[src/rtl/block_stream_emitter_if.sv]
// Command-in / character-out handshake bundle for block_stream_emitter.
// The emitter takes the master side; the command source and character sink take the slave side.
interface block_stream_emitter_if #(
  parameter int unsigned DEPTH_W = 8
);
  logic               cmd_valid;
  logic [1:0]         cmd;
  logic [7:0]         cmd_char;
  logic               cmd_ready;
  logic               out_valid;
  logic [7:0]         out_char;
  logic               out_ready;
  logic [DEPTH_W-1:0] depth;
  logic               balanced;
  logic               err_under;
  logic               err_over;

  modport master (
    input  cmd_valid, cmd, cmd_char, out_ready,
    output cmd_ready, out_valid, out_char, depth, balanced, err_under, err_over
  );

  modport slave (
    output cmd_valid, cmd, cmd_char, out_ready,
    input  cmd_ready, out_valid, out_char, depth, balanced, err_under, err_over
  );
endinterface

[src/rtl/block_stream_emitter.sv]
// Turns BEGIN/END/WORD/CLOSE_ALL commands into a space-prefixed character stream.
// It tracks nesting depth and raises sticky under/overflow flags.
module block_stream_emitter #(
  parameter int unsigned DEPTH_W = 8,
  parameter bit          UPPER   = 1'b0
) (
  input logic                    clk_i,
  input logic                    rst_ni,
  block_stream_emitter_if.master bus
);

  localparam logic [1:0] StIdle  = 2'd0;
  localparam logic [1:0] StEmit  = 2'd1;
  localparam logic [1:0] StClose = 2'd2;

  // Token kinds reuse the command encoding.
  localparam logic [1:0] TokBegin = 2'b00;
  localparam logic [1:0] TokEnd   = 2'b01;
  localparam logic [1:0] TokWord  = 2'b10;
  localparam logic [1:0] CmdClose = 2'b11;

  localparam logic [DEPTH_W-1:0] DepthOne = DEPTH_W'(1);
  localparam logic [DEPTH_W-1:0] DepthMax = '1;

  logic [1:0]         state_q, state_d;
  logic [1:0]         kind_q, kind_d;
  logic [2:0]         idx_q, idx_d;
  logic [7:0]         wch_q, wch_d;
  logic [DEPTH_W-1:0] depth_q, depth_d;
  logic               under_q, under_d;
  logic               over_q, over_d;
  logic               cmd_ready;
  logic               accept;
  logic               last;

  function automatic logic [7:0] tok_char(logic [1:0] kind, logic [2:0] idx, logic [7:0] wch);
    logic [7:0] c;
    c = 8'h20;
    unique case (kind)
      TokBegin: begin
        unique case (idx)
          3'd1:    c = 8'h62;
          3'd2:    c = 8'h65;
          3'd3:    c = 8'h67;
          3'd4:    c = 8'h69;
          3'd5:    c = 8'h6e;
          default: c = 8'h20;
        endcase
      end
      TokEnd: begin
        unique case (idx)
          3'd1:    c = 8'h65;
          3'd2:    c = 8'h6e;
          3'd3:    c = 8'h64;
          default: c = 8'h20;
        endcase
      end
      default: c = (idx == 3'd0) ? 8'h20 : wch;
    endcase
    // Only keyword letters fold to uppercase; the space and WORD payload pass through.
    if (UPPER && kind != TokWord && idx != 3'd0) c = c & 8'hdf;
    return c;
  endfunction

  always_comb begin
    unique case (kind_q)
      TokBegin: last = (idx_q == 3'd5);
      TokEnd:   last = (idx_q == 3'd3);
      default:  last = (idx_q == 3'd1);
    endcase
  end

  // Held low for the whole reset window, not just until the flops settle.
  assign cmd_ready = rst_ni && (state_q == StIdle);
  assign accept    = bus.cmd_valid && cmd_ready;

  always_comb begin
    state_d = state_q;
    kind_d  = kind_q;
    idx_d   = idx_q;
    wch_d   = wch_q;
    depth_d = depth_q;
    under_d = under_q;
    over_d  = over_q;
    unique case (state_q)
      StIdle: begin
        if (accept) begin
          idx_d = 3'd0;
          if (bus.cmd == CmdClose) begin
            kind_d = TokEnd;
            if (depth_q != '0) state_d = StClose;
          end else begin
            kind_d  = bus.cmd;
            wch_d   = bus.cmd_char;
            state_d = StEmit;
            if (bus.cmd == TokBegin) begin
              if (depth_q == DepthMax) over_d = 1'b1;
              else depth_d = depth_q + DepthOne;
            end else if (bus.cmd == TokEnd) begin
              if (depth_q == '0) under_d = 1'b1;
              else depth_d = depth_q - DepthOne;
            end
          end
        end
      end
      StEmit: begin
        if (bus.out_ready) begin
          if (last) state_d = StIdle;
          else idx_d = idx_q + 3'd1;
        end
      end
      StClose: begin
        if (bus.out_ready) begin
          if (last) begin
            depth_d = depth_q - DepthOne;
            idx_d   = 3'd0;
            if (depth_q == DepthOne) state_d = StIdle;
          end else begin
            idx_d = idx_q + 3'd1;
          end
        end
      end
      default: state_d = StIdle;
    endcase
  end

  always_ff @(posedge clk_i or negedge rst_ni) begin
    if (!rst_ni) begin
      state_q <= StIdle;
      kind_q  <= TokWord;
      idx_q   <= 3'd0;
      wch_q   <= 8'h20;
      depth_q <= '0;
      under_q <= 1'b0;
      over_q  <= 1'b0;
    end else begin
      state_q <= state_d;
      kind_q  <= kind_d;
      idx_q   <= idx_d;
      wch_q   <= wch_d;
      depth_q <= depth_d;
      under_q <= under_d;
      over_q  <= over_d;
    end
  end

  assign bus.cmd_ready = cmd_ready;
  assign bus.out_valid = (state_q != StIdle);
  assign bus.out_char  = tok_char(kind_q, idx_q, wch_q);
  assign bus.depth     = depth_q;
  assign bus.err_under = under_q;
  assign bus.err_over  = over_q;
  assign bus.balanced  = (depth_q == '0) && !under_q && !over_q;

endmodule
[src/flat_wrapper.sv]
// flat-port wrapper written by rule: the top's interface ports become plain ports
module block_stream_emitter_flat 
#(
  parameter int unsigned DEPTH_W = 8,
  parameter bit          UPPER   = 1'b0
)
  (clk_i, rst_ni, bus_cmd_valid, bus_cmd, bus_cmd_char, bus_out_ready, bus_cmd_ready, bus_out_valid, bus_out_char, bus_depth, bus_balanced, bus_err_under, bus_err_over);
  block_stream_emitter_if #(.DEPTH_W(DEPTH_W)) bus_i ();
  input logic clk_i;
  input logic rst_ni;
  input wire logic [$bits(bus_i.cmd_valid)-1:0] bus_cmd_valid;
  input wire logic [$bits(bus_i.cmd)-1:0] bus_cmd;
  input wire logic [$bits(bus_i.cmd_char)-1:0] bus_cmd_char;
  input wire logic [$bits(bus_i.out_ready)-1:0] bus_out_ready;
  output wire logic [$bits(bus_i.cmd_ready)-1:0] bus_cmd_ready;
  output wire logic [$bits(bus_i.out_valid)-1:0] bus_out_valid;
  output wire logic [$bits(bus_i.out_char)-1:0] bus_out_char;
  output wire logic [$bits(bus_i.depth)-1:0] bus_depth;
  output wire logic [$bits(bus_i.balanced)-1:0] bus_balanced;
  output wire logic [$bits(bus_i.err_under)-1:0] bus_err_under;
  output wire logic [$bits(bus_i.err_over)-1:0] bus_err_over;
  assign bus_i.cmd_valid = bus_cmd_valid;
  assign bus_i.cmd = bus_cmd;
  assign bus_i.cmd_char = bus_cmd_char;
  assign bus_i.out_ready = bus_out_ready;
  assign bus_cmd_ready = bus_i.cmd_ready;
  assign bus_out_valid = bus_i.out_valid;
  assign bus_out_char = bus_i.out_char;
  assign bus_depth = bus_i.depth;
  assign bus_balanced = bus_i.balanced;
  assign bus_err_under = bus_i.err_under;
  assign bus_err_over = bus_i.err_over;
  block_stream_emitter #(.DEPTH_W(DEPTH_W), .UPPER(UPPER)) u_core (.clk_i(clk_i), .rst_ni(rst_ni), .bus(bus_i));
endmodule
[config.mk]
export PLATFORM = sky130hd
export DESIGN_NAME = block_stream_emitter_flat
export DESIGN_NICKNAME = d
export VERILOG_FILES = /design/src/rtl/block_stream_emitter_if.sv /design/src/rtl/block_stream_emitter.sv /design/src/flat_wrapper.sv
export SDC_FILE = /design/constraint.sdc
export NUM_CORES = 1
export LEC_CHECK = 0
export BUFFER_PORTS_ARGS = -buffer_cell sky130_fd_sc_hd__clkbuf_2
export CAP_MARGIN = 10
export CORE_ASPECT_RATIO = 0.75
export CORE_MARGIN = 8
export CORE_UTILIZATION = 50
export DETAILED_ROUTE_END_ITERATION = 16
export PLACE_DENSITY = 0.79
export SLEW_MARGIN = 10
export SYNTH_ARGS = -nofsm -noshare
export SYNTH_HDL_FRONTEND = slang
export SYNTH_SLANG_ARGS = --single-unit
[constraint.sdc]
create_clock -name clk_i -period 2 [get_ports clk_i]
set_clock_uncertainty 0.1 [all_clocks]
set_input_delay 0.1 -clock clk_i [delete_from_list [all_inputs] [get_ports clk_i]]
set_output_delay 0.1 -clock clk_i [all_outputs]
set_load 0.03 [all_outputs]
== Word-level counts from Yosys, hierarchy flattened ==
Cells that the tools add are included.
W data, S select, Z words.
Storage, ports and cells
  register bits after elaboration: 25
  output and inout bits: 21
Operators by class
  add/sub/neg operators: 3
  equality and inequality tests: 24
  muxes and demuxes: 30
  bitwise logic cells: 2
  reductions and logical operators: 22
Operators by type and width (count)
  $mux W8: 9
  $pmux W7 S5: 1
  $pmux W8 S2: 2
  $pmux W7 S3: 1
  $mux W2: 9
  $mux W3: 5
  $ne A3 B3 Y1 const B: 4
  $reduce_and A5 Y1: 2
  $pmux W3 S3: 1
  $add A8 B1 Y8 const B: 1
  $eq A8 B1 Y1 const B: 1
  $eq A8 B8 Y1 const B: 1
  $logic_not A8 Y1: 1
  $ne A2 B1 Y1 const B: 4
  $ne A2 B2 Y1 const B: 4
  $reduce_and A8 Y1: 1
  $reduce_bool A8 Y1: 1
  $sub A8 B1 Y8 const B: 1
  $reduce_and A7 Y1: 1
  $eq A2 B1 Y1 const B: 3
  $eq A3 B2 Y1 const B: 2
  $eq A3 B3 Y1 const B: 2
  $logic_not A2 Y1: 3
  $pmux W2 S3: 1
  other kinds (13): 20

== Longest topological paths before layout ==
  depth after elaboration: 7
  mapped depth: 8
  gate-level depth less buffers: 7

== Worst setup path before layout ==
No wires, ideal clock.
  path type: register -> output
  from: register u_core.idx_q[0]
  to: output port bus_out_char[2]
  arrival: 2032 ps
  data required time: 1800 ps
  path slack: -232 ps
  cell stages (with the launch flop): 6
  path buffers: 0
  path through: dfrtp_1 inv_1 ha_1 nor2b_1 a211oi_1 o311ai_0
Between the ends
  word-level cells in the longest chain between the ends: 3
  elaborated cells between the ends (all ways): 10
  those cells by class: 5 x eq/ne; 4 x mux; 1 x reduce/logical
RTL lines
  start, declared: line block_stream_emitter.sv:27  | logic [2:0] idx_q, idx_d;
  start signal, assigned: line block_stream_emitter.sv:139  | idx_q <= idx_d;
  $eq A3 B3 Y1 (tied with other cells): line block_stream_emitter.sv:41  | unique case (idx)
  $pmux W7 S5 (tied with other cells): line block_stream_emitter.sv:41
  $pmux W8 S2 *: line block_stream_emitter.sv:39  | unique case (kind)
  end, declared: line flat_wrapper.sv:17  | output wire logic [$bits(bus_i.out_char)-1:0] bus_out_char;
Mark *: on every way between the ends. The rest lies on a longest branch, timed or not.

== Worst setup path after layout ==
  from: register u_core.idx_q[1]
  to: register u_core.depth_q[6], in the netlist u_core.bus.depth[6]
Between the ends
  word-level cells in the longest chain between the ends: 4
  elaborated cells between the ends (all ways): 6
  those cells by class: 4 x eq/ne; 1 x mux; 1 x reduce/logical
RTL lines
  $eq A3 B1 Y1 (tied with other cells): line block_stream_emitter.sv:69  | default: last = (idx_q == 3'd1);
  $pmux W1 S2 *: line block_stream_emitter.sv:66  | unique case (kind_q)
  $ne A2 B1 Y1 (no line) *
  $reduce_and A8 Y1 (no line) *
  end signal, assigned: line block_stream_emitter.sv:141  | depth_q <= depth_d;
  end, declared: line block_stream_emitter.sv:29  | logic [DEPTH_W-1:0] depth_q, depth_d;
Marks and branches as above.
A chain may end at the register's enable or synchronous reset.

==> run_results.csv <==
group,metric,value,unit
status,status,"finished with violations",
status,violations,"negative setup slack",
sta,grt_setup_unrepaired,"true",
global_routing,grt_use_total,17.2,%
placement,pre_cts_slack,-0.0379,ns
synthesis,ys.flop_type,"dfrtp_1",
sta,setup-tns-final,-0.00911,ns
global_routing,grt_pass1_wl,7940,µm
cts,cts_tree,"yes",
cts,numCtsBuffers,3,
synthesis,yosys_warnings,0,
floorplan,initial_utilization,50.5,%
placement,port-buffer-count,34,
min_path,hold_class,"in2reg",
cts,clock-root-buffer,"clkbuf_8",
synthesis,synthesis.area,0.00180,mm²
worst_setup_path,path_cells,"inv_4 > ha_4 > and3b_2 > o221ai_1 > a22oi_4 > nand3_2 > xnor2_1",
cts,h-tree-depth,1,
synthesis,async_flop_share,100,%
sta,fin_crit,2.01,ns
sta,clock.fmax,498,MHz
synthesis,synth_area_per_cell,9.74,µm²
synthesis,synthTopCellsByCount,"dfrtp_1, nand2_1, ha_1",
sta,fin_crit_sh,100,%
synthesis,synth_cells,185,
floorplan,die_w,85.3,µm
cts,clkSinkCount,25,
sta,fin_ws,-0.00737,ns
drt,wl_per_cell,18.0,µm
global_routing,grt_use_met1,20.9,%
global_routing,use_met3,4.92,%
synthesis,synth-edff-count,0,
floorplan,core_area,0.00357,mm²
floorplan,dieHeight,68.0,µm
finish,antenna_cells,0,
finish,drive_above_1_share,43.1,%
cts,clk_latency,0.27,ns
drt,vias,1701,
global_routing,first_global_vias,1676,
finish,n_fill_cell,253,
placement,dp_hpwl,3310,µm
power,ir_drop,785,µV
drt,postRouteWirelength,5230,µm
finish,fin_nets,280,
global_routing,busiest_layer,"met2",
power,power_density,1450,mW/mm²
worst_setup_path,slowest_delay,0.47,ns
synthesis,netlist.top_cell.by_area,"dfrtp_1",
floorplan,row_count,19,
synthesis,synth_seq_cells,25,
drt,drcViolationCount,0,
power,p_leak,1.11,nW
worst_setup_path,end_kind,"flip-flop",
synthesis,synth_most_common_cell,"dfrtp_1",
synthesis,synth_top_cell_area_share,31.9,%
floorplan,ios,35,
drt,drt_iter0_drc,184,
run,drv_cap,0,
placement,routabilityCongestion,0.799,
sta,drv_slew,0,
sta,hold_violations,0,
drt,vias_per_cell,5.87,
drt,dr.pass1.iters,5,
global_routing,use_met2,28.9,%
worst_setup_path,slowest_stage,"dfrtp_2",
synthesis,synth_nets,216,
worst_setup_path,path_max_fanout,7,
finish,syn_to_final_growth,36.2,%
synthesis,synth_area_leaders,"dfrtp_1, ha_1, mux2_1",
sta,setup_viol,2,
cts,cts_buffer_depth,2,
sta,worst_hold_slack,0.0538,ns
finish,final_util,68.8,%
worst_setup_path,worstPathRequired,2.06,ns
sta,tightest_slew,0.466,ns
floorplan,die_area,0.00580,mm²
global_routing,gr-total-overflow,0,
worst_setup_path,crit_type,"reg2reg",
global_routing,grt_max_degree,18,
global_routing,antenna_found_initial,0,
synthesis,ys_seq_area_share,34.9,%
cts,path_clk_slew,0.09,ns
synthesis,ys_types,51,
worst_setup_path,cp-start-kind,"flip-flop",
sta,relSlewSlack,68.9,%
drt,ant_nets,0,
worst_setup_path,cp.arrival,2.06,ns
## final timing paths
check                      slack [ns]            start                  end  cells past startpoint
setup / recovery               -0.007  u_core.idx_q[1]  u_core.bus.depth[6]                      7
hold reg to reg                  0.39  u_core.wch_q[7]      u_core.wch_q[7]                      1
hold / removal                   0.05       bus_cmd[0]     u_core.kind_q[0]                      3
max in group asynchronous        1.05           rst_ni     u_core.kind_q[1]                      3
min in group asynchronous        0.15           rst_ni      u_core.idx_q[0]                      2
setup reg to reg               -0.007  u_core.idx_q[1]  u_core.bus.depth[6]                      7
## state kept, by name (all words and copies together) (netlist names)
register and cells:
u_core.kind_q 2, u_core.state_q 2, u_core.bus.err_over 1, u_core.wch_q 8, u_core.bus.depth 8, u_core.bus.err_under 1
u_core.idx_q 3
## critical path: cells and delay by family (launching register included)
| family | cells | cell delay [ns] |
|---|---|---|
| flops | 1 | 0.47 |
| simple gates | 2 | 0.37 |
| xor+xnor | 1 | 0.16 |
| buf+inv | 1 | 0.08 |
| fa+ha+maj | 1 | 0.18 |
| compound gates | 2 | 0.51 |
## power by group
group	switching (W)	leakage (nW)	internal [W]
clock network	0.000167	0.0255	0.000140
logic	0.00128	0.785	0.000958
registers	0.000270	0.297	0.000742
total	0.00172	1.11	0.00184
## final cells by class
type	instances	area [µm²]	area share, %
Multi-Input combinational cell	141	1210	49.4
Clock buffer	3	41.3	1.68
Inverter	13	51.3	2.09
Tap cell	42	52.6	2.14
Clock inverter	1	5.00	0.204
Timing Repair Buffer	65	458	18.7
Sequential cell	25	634	25.8
## cell usage in the layout (no fill, tap or decap), types with 4 or more instances in the layout
master,synthesis,final
nand3_2,6,7
a21oi_1,9,7
ha_4,0,6
dfrtp_1,23,18
mux2_1,9,9
dfrtp_2,0,5
nor2_1,8,7
nand4_1,4,4
buf_4,1,23
xnor2_1,8,8
ha_1,17,9
clkbuf_2,0,28
inv_1,12,8
dlygate4sd3_1,0,9
clkbuf_8,0,4
nand2_1,22,22
inv_2,1,4
## logic make-up (layout without fill, tap and decap cells)
logic type               after synthesis  count (layout)  share of synthesized area, %
XOR/XNOR                               8               8                          3.89
adder cells (fa/ha/maj)               17              17                          11.8
AO/OA/AOI/OAI                         40              40                          16.8
flip-flops                            25              25                          34.9
AND/OR/NAND/NOR                       66              66                          21.3
buffers and inverters                 19              82                          5.14
multiplexers                          10              10                          6.18
## timing repair
action / 4_1_cts / 5_1_grt
gates resized for setup: 22 / 30
hold buffers: 9 / 0
buffers inserted: 0 / 9
endpoints found under the setup margin: 10 / 20
hold endpoints to repair: 31 / 0
pin swaps: 5 / 7
## per-layer routing
metal	wire (µm)	share of wire, %
met5	0	0
met4	199	3.8
met3	413	7.9
met2	2490	48
met1	2130	41
## stage by stage
| stage | power, W | area [µm²] | instances |
|---|---|---|---|
| global placement | 0.00278 | 2080 | 268 |
| detailed placement | 0.00283 | 2080 | 268 |
| finish | 0.00356 | 2450 | 290 |
| floorplan | 0.00231 | 1800 | 185 |
| CTS | 0.00326 | 2290 | 281 |
| global route | 0.00378 | 2450 | 290 |
Note: power is estimated with default switching activity, not from simulation.
